==> src/rtl/link_len_table.sv <==
// rtl/link_len_table.sv - programmable link-ID to message-length lookup table
// Runtime-written length table with a clear sweep and a 2-stage valid/ready lookup pipeline.
module link_len_table #(
    parameter int ID_W    = 6,
    parameter int LEN_W   = 13,
    parameter int ID_BASE = 3,
    parameter int N_ENTRY = 32
) (
    input  logic             clk,
    input  logic             n_rst,
    input  logic             cfg_we,
    input  logic [ID_W-1:0]  cfg_id,
    input  logic [LEN_W-1:0] cfg_len,
    input  logic             cfg_clr,
    output logic             cfg_err,
    output logic             busy,
    input  logic             req_valid,
    output logic             req_ready,
    input  logic [ID_W-1:0]  req_id,
    output logic             rsp_valid,
    input  logic             rsp_ready,
    output logic [LEN_W-1:0] rsp_len,
    output logic             rsp_hit
);
    localparam int IDX_W = (N_ENTRY > 1) ? $clog2(N_ENTRY) : 1;
    localparam logic [ID_W:0]    ID_LO  = (ID_W+1)'(ID_BASE);
    localparam logic [ID_W:0]    ID_HI  = (ID_W+1)'(ID_BASE + N_ENTRY);
    localparam logic [IDX_W-1:0] IDX_LAST = IDX_W'(N_ENTRY - 1);

    typedef enum logic {ST_IDLE, ST_CLEAR} state_t;

    state_t             state_q, state_d;
    logic [IDX_W-1:0]   idx_q, idx_d;
    logic [N_ENTRY-1:0] vld_q;
    logic [LEN_W-1:0]   len_q [N_ENTRY];

    logic               s1_valid_q, s1_hit_q;
    logic [LEN_W-1:0]   s1_len_q;
    logic               rsp_valid_q, rsp_hit_q;
    logic [LEN_W-1:0]   rsp_len_q;
    logic               cfg_err_q;

    // Offsets are one bit wider than the ID so IDs below ID_BASE cannot wrap into range.
    logic [ID_W:0]      cfg_off, req_off;
    logic [IDX_W-1:0]   cfg_idx, req_idx;
    logic               cfg_in_range, req_in_range;
    logic               wr_ok, adv, accept;
    logic               rd_hit;
    logic [LEN_W-1:0]   rd_len;

    assign cfg_off      = {1'b0, cfg_id} - ID_LO;
    assign req_off      = {1'b0, req_id} - ID_LO;
    assign cfg_idx      = cfg_off[IDX_W-1:0];
    assign req_idx      = req_off[IDX_W-1:0];
    assign cfg_in_range = ({1'b0, cfg_id} >= ID_LO) && ({1'b0, cfg_id} < ID_HI);
    assign req_in_range = ({1'b0, req_id} >= ID_LO) && ({1'b0, req_id} < ID_HI);

    assign wr_ok  = cfg_we && cfg_in_range && (state_q == ST_IDLE) && !cfg_clr;
    assign adv    = !rsp_valid_q || rsp_ready;
    assign accept = req_valid && req_ready;
    assign rd_hit = req_in_range && vld_q[req_idx];
    assign rd_len = rd_hit ? len_q[req_idx] : '0;

    assign req_ready = adv && (state_q == ST_IDLE);
    assign busy      = (state_q == ST_CLEAR);
    assign cfg_err   = cfg_err_q;
    assign rsp_valid = rsp_valid_q;
    assign rsp_hit   = rsp_hit_q;
    assign rsp_len   = rsp_len_q;

    always_comb begin
        state_d = state_q;
        idx_d   = idx_q;
        case (state_q)
            ST_IDLE: begin
                if (cfg_clr) begin
                    state_d = ST_CLEAR;
                    idx_d   = '0;
                end
            end
            ST_CLEAR: begin
                idx_d = idx_q + 1'b1;
                if (idx_q == IDX_LAST) begin
                    state_d = ST_IDLE;
                end
            end
            default: state_d = ST_IDLE;
        endcase
    end

    always_ff @(posedge clk or negedge n_rst) begin
        if (!n_rst) begin
            state_q   <= ST_IDLE;
            idx_q     <= '0;
            cfg_err_q <= 1'b0;
        end else begin
            state_q   <= state_d;
            idx_q     <= idx_d;
            cfg_err_q <= cfg_we && !wr_ok;
        end
    end

    always_ff @(posedge clk or negedge n_rst) begin
        if (!n_rst) begin
            vld_q <= '0;
            for (int i = 0; i < N_ENTRY; i++) begin
                len_q[i] <= '0;
            end
        end else if (state_q == ST_CLEAR) begin
            vld_q[idx_q] <= 1'b0;
            len_q[idx_q] <= '0;
        end else if (wr_ok) begin
            vld_q[cfg_idx] <= 1'b1;
            len_q[cfg_idx] <= cfg_len;
        end
    end

    // S1 samples the table before any same-edge write lands; both stages stall together.
    always_ff @(posedge clk or negedge n_rst) begin
        if (!n_rst) begin
            s1_valid_q  <= 1'b0;
            s1_hit_q    <= 1'b0;
            s1_len_q    <= '0;
            rsp_valid_q <= 1'b0;
            rsp_hit_q   <= 1'b0;
            rsp_len_q   <= '0;
        end else if (adv) begin
            s1_valid_q  <= accept;
            s1_hit_q    <= rd_hit;
            s1_len_q    <= rd_len;
            rsp_valid_q <= s1_valid_q;
            rsp_hit_q   <= s1_hit_q;
            rsp_len_q   <= s1_len_q;
        end
    end
endmodule

==> config.mk <==
export PLATFORM = sky130hd
export DESIGN_NAME = link_len_table
export DESIGN_NICKNAME = d
export VERILOG_FILES = /design/src/rtl/link_len_table.sv
export SDC_FILE = /design/constraint.sdc
export NUM_CORES = 1
export LEC_CHECK = 0
export BUFFER_PORTS_ARGS = -buffer_cell sky130_fd_sc_hd__buf_2
export CAP_MARGIN = 40
export CORE_ASPECT_RATIO = 0.5
export CORE_UTILIZATION = 44
export DETAILED_ROUTE_END_ITERATION = 10
export PLACE_DENSITY = 0.58
export REMOVE_ABC_BUFFERS = 1
export SLEW_MARGIN = 30
export SYNTH_ARGS = -nofsm -noshare
export SYNTH_HDL_FRONTEND = slang
export SYNTH_SLANG_ARGS = --single-unit
==> constraint.sdc <==
create_clock -name clk -period 2.71 [get_ports clk]
set_input_delay 0.813 -clock clk [delete_from_list [all_inputs] [get_ports clk]]
set_output_delay 0.813 -clock clk [all_outputs]
set_load 0.02 [all_outputs]
# After elaboration in Yosys (flattened, before gate mapping)
# Index checks and enable logic that the tools add are counted.
# W data, S select, Z words.
dict set report word_totals {
  reg_bits 485
  output_inout_bits 18
  word_cells 112
}
dict set report op_classes {
  add_sub_neg 3
  order_cmp 14
  n_eq_ne 2
  mux 24
  bitwise_logic 9
  n_reduce_logical 18
}
# op count
set op_table {}
lappend op_table {{$mux W416} 2}
lappend op_table {{$and A416 B416 Y416} 1}
lappend op_table {{$bwmux W416} 1}
lappend op_table {{$not A416 Y416} 1}
lappend op_table {{$demux W13 S5} 2}
lappend op_table {{$bmux W13 S5} 1}
lappend op_table {{$mux W13} 5}
lappend op_table {{$mux W32} 2}
lappend op_table {{$and A32 B32 Y32} 1}
lappend op_table {{$not A32 Y32} 1}
lappend op_table {{$or A32 B32 Y32} 1}
lappend op_table {{$ge A6 B6 Y1 const B} 3}
lappend op_table {{$lt A5 B6 Y1 const B} 3}
lappend op_table {{$not A5 Y6} 3}
lappend op_table {{$logic_and A1 B1 Y1} 13}
lappend op_table {{$ge A6 B2 Y1 const B} 2}
lappend op_table {{$lt A6 B1 Y1 const B} 2}
lappend op_table {{$lt A6 B6 Y1 const B} 2}
lappend op_table {{$demux W1 S5} 2}
lappend op_table {{$ge A5 B1 Y1 const B} 2}
lappend op_table {{$pmux W5 S2} 1}
lappend op_table {{$sub A5 B2 Y5 const B} 2}
lappend op_table {{$add A5 B1 Y5 const B} 1}
lappend op_table {{$bmux W1 S5} 1}
lappend op_table {{9 further kinds} 15}

# Logic depth before layout (Yosys ltp)
dict set report logic_depth {
  word_depth 9
  ltp_mapped 11
  mapped_depth_nobuf 7
}

# Least setup slack after synthesis
# No wires, ideal clock.
dict set report synth_timing {
  kind {input -> register}
  start {in req_id[0]}
  end {reg s1_len_q[12]}
  setup_time_ns 0.135
  arrival_time_ns 2.714
  required_time_ns 2.575
  setup_slack_ns -0.139
  stages 10
  path_buffers 4
  path_cell_list {ha_1 > buf_4 > buf_2 > buf_4 > buf_2 > mux4_2 > nand2_1 > nand3_1 > nand4_1 > o21ai_0}
}
dict set report synth_between {
  elab_chain_cells 6
  word_cells_on_any_way 12
  classes_between {add/sub (1); order compare (2); mux (6); bitwise (1); reduce/logical (2)}
}
# item line
set synth_lines {}
lappend synth_lines {{start: declaration} 19} ;# input logic [ID_W-1:0] req_id,
lappend synth_lines {{$sub A5 B2 Y5} 52} ;# assign req_off = {1'b0, req_id} - ID_LO;
lappend synth_lines {{$not A5 Y6 (not written as such)} 62} ;# assign rd_len = rd_hit ? len_q[req_idx] : '0;
lappend synth_lines {{$bmux W13 S5} 62}
lappend synth_lines {{$mux W13 (not written as such) (2 in a row)} 62}
lappend synth_lines {{$mux W13 (*)} 62}
lappend synth_lines {{end signal: assignment} 130} ;# s1_len_q <= rd_len;
lappend synth_lines {{end: declaration} 38} ;# logic [LEN_W-1:0] s1_len_q;
# Every way passes the cells marked *; elsewhere a longest branch is shown, timed or not. The select of a mux whose other input is x is not followed.
# A chain may end at the register's enable or synchronous reset.

# Final worst setup path
dict set report layout_timing {
  start {in req_id[1]}
  end {reg s1_len_q[2]}
}
# The elaborated chain is that of the path after synthesis.

==> metrics.txt <==
outcome complete, no violations; post-detail-place hpwl 45.5 mm; post-layout net count 1,883; DR WL/cell 27.9 um; Critical-path top delay cell mux4_2; largest net degree at the start of global routing 112; multi-input logic area 9060 sq um; die area 50,800 sq um; Synth Warn # 0; DP Cell Count 2,446; RSZ-0062 raised after global routing no; number of antenna violations at the first check in global routing 1; Core Area 48,900 sq um; post-synthesis compound-gate area fraction 19.0%; sequential share of the synthesized area 55.3%; largest family of logic cells by synthesized area compound AO/OA/AOI/OAI gates; layout cells sized above 1 24.3%; syn_area_per_cell 12.4 sq um; Setup Skew 0.0121 ns; Cell variety after synth 57; Overall Global Routing Usage 28.2%; CTS tree yes; Crit Path Max Fanout 16; routed wire length 70.6 mm; pre-CTS setup slack -0.304 ns; Seq. cell area 12,100 sq um; pwr dens 723 nW/um^2; Num Clock Sinks 485; Mapped Cells 1,764; final period utilization 90.8%; CP max stage delay 0.53 ns; n_diodes 0; CP endpoint kind flip-flop; CP Cell Sequence buf_2, ha_4, buf_12, mux4_2, o22ai_1, a211oi_1, a31oi_1, buf_4, o21ai_0; clock slew at reported path FFs 0.06 ns; reg-to-reg slack, setup 0.46 ns; routability cong. 0.967; # setup viols final 0; io pins 49; xor/xnor cell area share of the yosys netlist 0.160%; post_cts resized 0; Layout Utilization 52.4%; Skew-Pair Late Insertion Delay 0.57 ns; CP arrival 2.90 ns; row cnt 57; Worst EP required 3.15 ns; Root Buffer clkbuf_16; Crit path max-delay family buffers and inverters; number of flops mapped to enable cells by yosys 0; synthesized flop and latch total 485; max-slew violations 0; fillers 3,999; Chip Width 318 um; # DRC 0; VDD IR max 0.420 mV; async set or reset register ratio after synthesis 100%; Main synth FF type dfrtp_1; Routed Antenna Nets 0; H-tree depth 2; simple-gate share of the synthesized area 8.95%; worst hold path type input pin to async pin; Longest Clk Path Bufs 3; Crit path buffers/inverters 3; max cap viols 0; Detailed Route Iter0 Violations 1,821; Post-CTS Setup Bufs 0; Pre-Repair DR Iteration Count 5; CP Class input pin to flip-flop; via count 16,300; Area Growth Syn to Fin 16.5%; minimum clock period 2.46 ns; Least-Margin Pin Slew 0.873 ns; fmax 406 MHz; grt ovf 0; die height 160 um; Startpoint Class input pin; initial core utilization 44.9%; Vias/cell 6.44; first-pass GRT wire length 108 mm; CTS Hold Bufs 0; synthesized area 22,000 sq um; vias in the first global route 16,600; Finished Layout Cells 2,526; Worst slew margin 41.8%; Final Hold Fails 0; leakage 0.0117 uW; Buffers on Ports 48; Final WS setup 0.249 ns; mux contribution to synthesized area 12.6%; adder-cell area share of the yosys netlist 0.342%; CTS Buf Count 45
-- state kept, by name (all words and copies together) (netlist names) --
signal	cells
rsp_valid	1
len_q	416
s1_hit_q	1
idx_q	5
rsp_hit	1
rsp_len	13
s1_len_q	13
s1_valid_q	1
vld_q	32
busy	1
cfg_err	1
-- synth_stat cells (5+ instances only) --
library cell	n	area, sq um
and2_1	5	31.3
buf_2	67	335
nor2_2	18	113
ha_1	6	75.1
nand3b_1	6	45.0
nand2b_1	6	37.5
mux2_2	18	203
nor2_1	31	116
buf_4	11	82.6
a21oi_1	17	85.1
mux4_2	112	2520
clkbuf_1	92	345
mux2i_1	5	50.1
o21ai_0	92	460
dfrtp_1	485	12100
nand2_1	257	965
nand3_1	58	290
nand4_1	13	81.3
a21oi_2	7	61.3
a21o_1	19	143
a22o_1	368	3220
-- where the power goes --
part	leakage, uW	internal (uW)	total (uW)	switching [uW]
Sequential	0.00665	7920	8400	473
Combinational	0.00436	1440	3720	2270
Clock	0.000731	3560	6390	2830
Total	0.0117	12900	18500	5570
-- cell usage in the layout, fill, tap and decap left out, types with 13 or more instances in the layout --
master,n
mux2_2,18
nand3_1,58
a21o_1,19
nand2_1,256
dfrtp_1,485
mux4_2,112
nor2_1,30
o21ai_0,92
nand4_1,13
clkbuf_16,47
nor2_2,19
buf_12,48
buf_2,46
a21oi_1,17
buf_4,110
a22o_1,368
-- cell type report --
class,instances,area share (%)
flip-flops and latches,485,47.4
multi-input cells,1101,35.4
repair buffers,208,8.20
clock buffers,64,5.28
well taps,649,3.17
clock inverters,14,0.416
inverters,5,0.0734
-- kinds of logic after synthesis --
| kind of cell | count (synthesis) |
|---|---|
| compound gates | 526 |
| flops | 485 |
| simple gates | 430 |
| buf+inv | 178 |
| mux | 135 |
| fa+ha+maj | 6 |
| xor+xnor | 4 |
-- routing by layer --
layer  up-vias  share of wire (%)  track usage (%)
li1       6775                  -                -
met1      8588                 43             41.0
met2       812                 45             42.4
met3       102                 10             7.46
met4         0                2.0             6.49
met5         -                  0                0
-- metrics by stage --
step                hold slack (ns)  TNS (ns)  area, sq um  power (uW)
floorplan                     0.439    -82.11        21200       10200
CTS                          0.0978         0        25500       18500
finish                        0.109         0        25600       18500
global placement              0.446     -5.22        24100       12000
global route                  0.101         0        25600       19200
detailed placement            0.465     -4.53        24100       12200
-- path summary, 6_finish.rpt --
check | depth (start not counted) | endpoint | startpoint
hold / removal | 1 | len_q[330] | n_rst
hold reg to reg | 1 | rsp_valid | s1_valid_q
max in group asynchronous | 2 | len_q[72] | n_rst
setup reg to reg | 6 | len_q[42] | busy
min in group clk | 1 | rsp_valid | s1_valid_q
setup / recovery | 9 | s1_len_q[2] | req_id[1]
No activity file was read; power rests on OpenSTA's default activity.
